**src/rtl/ogege_pkg.sv**
```systemverilog
// ogege_pkg -- shared definitions for the VGA control register block.
//   Register indices on the CPU byte bus, STATUS/CTRL bit positions and
//   the bus handshake state type.
package ogege_pkg;

   // Register indices
   localparam logic [3:0] REG_FG_LO  = 4'h0;
   localparam logic [3:0] REG_FG_HI  = 4'h1;
   localparam logic [3:0] REG_BG_LO  = 4'h2;
   localparam logic [3:0] REG_BG_HI  = 4'h3;
   localparam logic [3:0] REG_STATUS = 4'h4;
   localparam logic [3:0] REG_LINE_LO = 4'h5;
   localparam logic [3:0] REG_LINE_HI = 4'h6;
   localparam logic [3:0] REG_CMP_LO = 4'h7;
   localparam logic [3:0] REG_CMP_HI = 4'h8;
   localparam logic [3:0] REG_FRM_LO = 4'h9;
   localparam logic [3:0] REG_FRM_HI = 4'hA;
   localparam logic [3:0] REG_CTRL   = 4'hB;

   // STATUS bit positions
   localparam int STAT_VBLANK = 0;
   localparam int STAT_FRAME  = 1;
   localparam int STAT_LINE   = 2;

   // CTRL bit positions
   localparam int CTRL_FRAME_IE = 0;
   localparam int CTRL_LINE_IE  = 1;

   // Bus handshake states
   typedef enum logic [1:0] {
      BUS_IDLE     = 2'd0,
      BUS_ACK      = 2'd1,
      BUS_WAIT_LOW = 2'd2
   } bus_state_t;

endpackage

```
**src/rtl/vga_line_events.sv**
```systemverilog
// vga_line_events -- raster compare for the control register block.
//   Produces single-cycle event pulses while the raster sits on the last
//   visible column (hcount == H_ACTIVE-1).
// Ports:
//   hcount    in   HSZ  raster column
//   vcount    in   VSZ  raster line
//   cmp       in   9    line compare value
//   frame_evt out  1    last visible line reached
//   line_evt  out  1    compare line reached
module vga_line_events #(
   parameter int HSZ      = 10,
   parameter int VSZ      = 9,
   parameter int H_ACTIVE = 640,
   parameter int V_ACTIVE = 480
) (
   input  logic [HSZ-1:0] hcount,
   input  logic [VSZ-1:0] vcount,
   input  logic [8:0]     cmp,
   output logic           frame_evt,
   output logic           line_evt
);

   logic at_eol;
   logic cmp_visible;

   assign at_eol      = (32'(hcount) == 32'(H_ACTIVE - 1));
   // A compare value past the visible area must never match, even though
   // vcount does reach those values during vertical blanking.
   assign cmp_visible = (32'(cmp) < 32'(V_ACTIVE));

   assign frame_evt = at_eol && (32'(vcount) == 32'(V_ACTIVE - 1));
   assign line_evt  = at_eol && cmp_visible && (32'(vcount) == 32'(cmp));

endmodule

```
**src/rtl/vga_ctrl_regs.sv**
```systemverilog
// vga_ctrl_regs -- CPU byte-bus register block for the VGA core.
//   Holds the foreground/background colors, raster status, a line-compare
//   event, a 16-bit frame counter and a level interrupt. Runs on pix_clk.
// Ports:
//   i_clk, i_rstn          pix clock, async active-low reset
//   i_cs, i_stb, i_we      chip select, level strobe, write enable
//   i_addr, i_data         register index and write data
//   o_data, o_data_ready   read data and access acknowledge
//   i_hcount, i_vcount     raster position from vga_core
//   o_fg_color, o_bg_color 12-bit colors
//   o_irq                  level interrupt
module vga_ctrl_regs
   import ogege_pkg::*;
#(
   parameter int          HSZ      = 10,
   parameter int          VSZ      = 9,
   parameter int          H_ACTIVE = 640,
   parameter int          V_ACTIVE = 480,
   parameter logic [11:0] FG_RST   = 12'hFFF,
   parameter logic [11:0] BG_RST   = 12'h000
) (
   input  logic           i_clk,
   input  logic           i_rstn,
   input  logic           i_cs,
   input  logic           i_stb,
   input  logic           i_we,
   input  logic [3:0]     i_addr,
   input  logic [7:0]     i_data,
   output logic [7:0]     o_data,
   output logic           o_data_ready,
   input  logic [HSZ-1:0] i_hcount,
   input  logic [VSZ-1:0] i_vcount,
   output logic [11:0]    o_fg_color,
   output logic [11:0]    o_bg_color,
   output logic           o_irq
);

   bus_state_t  state;
   logic        stb_q;
   logic        stb_edge;
   logic        access;
   logic        do_wr;
   logic        do_rd;
   logic        clr_status;
   logic        latch_frm;

   logic [11:0] fg;
   logic [11:0] bg;
   logic [8:0]  cmp;
   logic [1:0]  ctrl;
   logic        frame_st;
   logic        line_st;
   logic [15:0] frame_cnt;
   logic [7:0]  shadow;

   logic        frame_evt;
   logic        line_evt;
   logic        vblank;
   logic [15:0] line16;
   logic [7:0]  rd_data;

   vga_line_events #(
      .HSZ      (HSZ),
      .VSZ      (VSZ),
      .H_ACTIVE (H_ACTIVE),
      .V_ACTIVE (V_ACTIVE)
   ) u_events (
      .hcount    (i_hcount),
      .vcount    (i_vcount),
      .cmp       (cmp),
      .frame_evt (frame_evt),
      .line_evt  (line_evt)
   );

   // Only a rising strobe seen in IDLE starts an access; stb_q resets high so
   // a strobe already high at reset release is not mistaken for a new one.
   assign stb_edge   = i_stb & ~stb_q;
   assign access     = (state == BUS_IDLE) && stb_edge && i_cs;
   assign do_wr      = access & i_we;
   assign do_rd      = access & ~i_we;
   assign clr_status = do_rd && (i_addr == REG_STATUS);
   assign latch_frm  = do_rd && (i_addr == REG_FRM_LO);

   // Ready is qualified by the live strobe so it drops in the same cycle the
   // strobe falls, and falls asynchronously with the state on reset.
   assign o_data_ready = (state == BUS_ACK) && i_stb;

   assign vblank = (32'(i_vcount) >= 32'(V_ACTIVE));
   assign line16 = 16'(i_vcount);

   assign o_fg_color = fg;
   assign o_bg_color = bg;
   assign o_irq = (frame_st & ctrl[CTRL_FRAME_IE]) | (line_st & ctrl[CTRL_LINE_IE]);

   always_comb begin
      rd_data = '0;
      case (i_addr)
         REG_FG_LO:   rd_data = fg[7:0];
         REG_FG_HI:   rd_data = {4'b0, fg[11:8]};
         REG_BG_LO:   rd_data = bg[7:0];
         REG_BG_HI:   rd_data = {4'b0, bg[11:8]};
         REG_STATUS: begin
            rd_data[STAT_VBLANK] = vblank;
            rd_data[STAT_FRAME]  = frame_st;
            rd_data[STAT_LINE]   = line_st;
         end
         REG_LINE_LO: rd_data = line16[7:0];
         REG_LINE_HI: rd_data = line16[15:8];
         REG_CMP_LO:  rd_data = cmp[7:0];
         REG_CMP_HI:  rd_data = {7'b0, cmp[8]};
         REG_FRM_LO:  rd_data = frame_cnt[7:0];
         REG_FRM_HI:  rd_data = shadow;
         REG_CTRL:    rd_data = {6'b0, ctrl};
         default:     rd_data = '0;
      endcase
   end

   // Bus handshake: IDLE -> ACK -> WAIT_LOW -> IDLE
   always_ff @(posedge i_clk or negedge i_rstn) begin
      if (!i_rstn) begin
         state <= BUS_IDLE;
         stb_q <= 1'b1;
      end else begin
         stb_q <= i_stb;
         case (state)
            BUS_IDLE:     if (access) state <= BUS_ACK;
            BUS_ACK:      if (!i_stb) state <= BUS_WAIT_LOW;
            BUS_WAIT_LOW: state <= BUS_IDLE;
            default:      state <= BUS_IDLE;
         endcase
      end
   end

   // Register file, event stickies and frame counter
   always_ff @(posedge i_clk or negedge i_rstn) begin
      if (!i_rstn) begin
         fg        <= FG_RST;
         bg        <= BG_RST;
         cmp       <= '0;
         ctrl      <= '0;
         frame_st  <= 1'b0;
         line_st   <= 1'b0;
         frame_cnt <= '0;
         shadow    <= '0;
         o_data    <= '0;
      end else begin
         if (do_wr) begin
            case (i_addr)
               REG_FG_LO:  fg[7:0]  <= i_data;
               REG_FG_HI:  fg[11:8] <= i_data[3:0];
               REG_BG_LO:  bg[7:0]  <= i_data;
               REG_BG_HI:  bg[11:8] <= i_data[3:0];
               REG_CMP_LO: cmp[7:0] <= i_data;
               REG_CMP_HI: cmp[8]   <= i_data[0];
               REG_CTRL:   ctrl     <= i_data[1:0];
               default:    ;
            endcase
         end
         if (do_rd) o_data <= rd_data;
         // Reading FRM_LO freezes the high byte so a later FRM_HI read pairs
         // with it even if the counter carries in between.
         if (latch_frm) shadow <= frame_cnt[15:8];
         // An event arriving with a STATUS read clear keeps the bit set.
         frame_st <= frame_evt | (frame_st & ~clr_status);
         line_st  <= line_evt  | (line_st  & ~clr_status);
         if (frame_evt) frame_cnt <= frame_cnt + 16'd1;
      end
   end

endmodule

```
**config.mk**
```make
export PLATFORM = sky130hd
export DESIGN_NAME = vga_ctrl_regs
export DESIGN_NICKNAME = d
export VERILOG_FILES = /design/src/rtl/ogege_pkg.sv /design/src/rtl/vga_line_events.sv /design/src/rtl/vga_ctrl_regs.sv
export SDC_FILE = /design/constraint.sdc
export NUM_CORES = 1
export LEC_CHECK = 0
export BUFFER_PORTS_ARGS = -buffer_cell sky130_fd_sc_hd__buf_2
export CORE_ASPECT_RATIO = 0.5
export CORE_MARGIN = 3
export CORE_UTILIZATION = 40
export DETAILED_ROUTE_END_ITERATION = 12
export SLEW_MARGIN = 0
export SYNTH_ARGS = -nofsm -noshare
export SYNTH_HDL_FRONTEND = slang
export SYNTH_SLANG_ARGS = --single-unit
```
**constraint.sdc**
```tcl
create_clock -name i_clk -period 3.25 [get_ports i_clk]
set_input_delay 0.1625 -clock i_clk [delete_from_list [all_inputs] [get_ports i_clk]]
set_output_delay 0.1625 -clock i_clk [all_outputs]
set_load 0.01 [all_outputs]
```
==> run metrics <==
Layout Skew slightly above 5 ps; Worst setup EP type flop; Slew headroom 0.391; core footprint slightly below 9000 um2; Clock Latency Late Sink roughly 330 ps; final setup fails 0; final period utilization 0.759; Synth Register Bits 72; Max-Cap Viols 0; GRT overflow 0; Final ANT Viol Nets 0; status finished clean; post-synth cell types 48; Max rail drop VDD between 0.2 and 0.3 mV; CP Launch Type primary input; PnR worst setup slack between 700 and 800 ps; DRC Markers 0; number of placement rows 24; placed insts between 400 and 500; setup TNS 0 ps; antenna cells 0; worst-path maximum fanout 14; leakage around 2.1 nW; Initial Utilization 0.416; DRT iter0 DRCs ~170; Pwr per Cell Area a little over 500 nW/um2; RSZ-0062 raised after global routing no; full die area ~10000 um2; DP Worst Slack a little under 800 ps; Ports 70; Max Clock Freq roughly 0.41 GHz; clock tree buffer depth 2; via count around 2900; Syn Nets around 360; Worst-Margin Slew just over 900 ps; routability-driven placement congestion ratio slightly above 0.9; post-synth top area cell dfrtp_1; final WL roughly 9900 um; post-synth top area share 0.402; area grow syn2layout 21.1%; global-route wire length before repair ~15000 um; number of fill cells in the layout 837; clock sinks between 70 and 80; yosys warns 0; synthesized area per cell about 11 um2; post-synthesis instance total around 330; TritonRoute pass-1 iters 5; sequential share of the synthesized area 0.495; TritonCTS buffer count 9; WP data required 3470 ps; ys flop type dfrtp_1; CTS tree built; vias in the first global route around 2800; final cell count without fillers around 520; GRT Util Overall 0.195; post-CTS resize count 0; Port Buffers 69; Synth area leaders dfrtp_1 40%, mux2_2 16%, dfstp_2 9.3%; ys async rst share 1.00; CP Data Arrival Time 2690 ps; Clock Pin Slew Worst Setup and Hold Paths about 60 ps; CP Class primary input to flop; Post-Route Utilization 0.504; DR vias/cell between 5 and 6; Worst Hold Class primary input to asynchronous set/reset pin; largest net degree at the start of global routing 73; number of synthesized flops with an enable pin 0; DP Wirelength between 7000 and 8000 um; final hold slack between 40 and 50 ps; Die W around 140 um; Post-layout nets 430; antenna violations before repair 0; share of layout cells above drive strength 1 0.402; clock root cell clkbuf_16; minimum clock period between 2000 and 2500 ps; max-slew violations 0; Final Hold Fails 0; most common cell in the synthesized netlist dfrtp_1; top post-synthesis cells by count 59 x dfrtp_1, 52 x mux2_2, 23 x nand2_1; Cell Area, Synth 3670 um2; Die H approximately 74 um; H-Tree Depth 3; Routed wire per std cell ~19 um
-- stage by stage --
stage / total power [W] / area, um2
finish: 0.00226 / 4450
global route: 0.00235 / 4450
CTS: 0.00229 / 4450
detailed placement: 0.00122 / 4120
global placement: 0.00121 / 4120
floorplan: 0.00111 / 3670
-- power by group --
part | switching (W) | internal [W] | total (W)
clock | 0.000385 | 0.000676 | 0.00106
sequential | 0.0000330 | 0.000946 | 0.000979
combinational | 0.000127 | 0.0000967 | 0.000224
-- area by class of cell --
class	instances	area, um2	area share
clock buffer	10	229	0.0514
clock inverter	6	92.6	0.0208
inverter	7	26.3	0.00590
multi-input combinational	231	1770	0.397
sequential	72	1820	0.408
tap	117	146	0.0329
timing repair buffer	72	370	0.0832
-- worst max-delay path, cell delays in order --
cell	delay, ps
dlygate4sd3_1	520
buf_2	140
nand2b_4	60
or4_1	750
nor3_2	630
mux2_2	410
-- state kept, by name, indices dropped and copies added, names as in the netlist --
| name | flops |
|---|---|
| o_bg_color | 12 |
| ctrl | 2 |
| cmp | 9 |
| stb_q | 1 |
| frame_cnt | 16 |
| o_data | 8 |
| line_st | 1 |
| o_fg_color | 12 |
| frame_st | 1 |
| shadow | 8 |
| state | 2 |
-- metal layers --
layer,global-route usage,wire (um),vias to the layer above
li1,-,-,1332
met1,0.275,4670,1451
met2,0.293,4340,98
met3,0.0527,723,11
met4,0.0628,146,0
met5,0,0,-
-- cells by family (layout without fill, tap and decap cells) --
family	after synthesis	count (layout)	share of synthesized area
AND/OR/NAND/NOR	100	100	0.152
multiplexers	58	58	0.179
AO/OA/AOI/OAI	49	49	0.0923
flip-flops	72	72	0.495
XOR/XNOR	23	23	0.0548
adder cells (fa/ha/maj)	1	1	0.00340
buffers and inverters	23	95	0.0238
-- path summary, 6_finish.rpt --
check                      slack [ps]      start  cells past startpoint            end
min reg2reg                       440   state[1]                      1       state[1]
max reg2reg                       820   state[1]                      4      shadow[5]
max in group asynchronous        2610     i_rstn                      2         cmp[2]
min                                40     i_rstn                      2  o_bg_color[2]
min in group i_clk                 90  i_data[6]                      2  o_bg_color[6]
max                               780      i_stb                      6      shadow[5]
-- cells in the final DEF (no fill, tap or decap), types with 3 or more instances in the layout --
cell and count:
nor3_1 4, mux2i_1 5, nor2_1 17, a22o_1 6, o21ai_0 16, xor2_1 9
inv_1 7, a21oi_1 7, nand2_1 23, xnor2_1 14, nand4_1 10, dfrtp_1 59
nor2b_1 3, nand2b_1 5, buf_2 69, a22oi_1 4, dfstp_2 13, nand3_1 9
mux2_2 52, and3_1 8, nor4_1 4, clkbuf_16 9, a32o_1 3
-- repair_timing --
item,in CTS,in global routing
setup buffers,0,0
endpoints found under the hold margin,1,0
endpoints found under the setup margin,0,0
hold buffers,1,0
(Power assumes the default switching activity.)
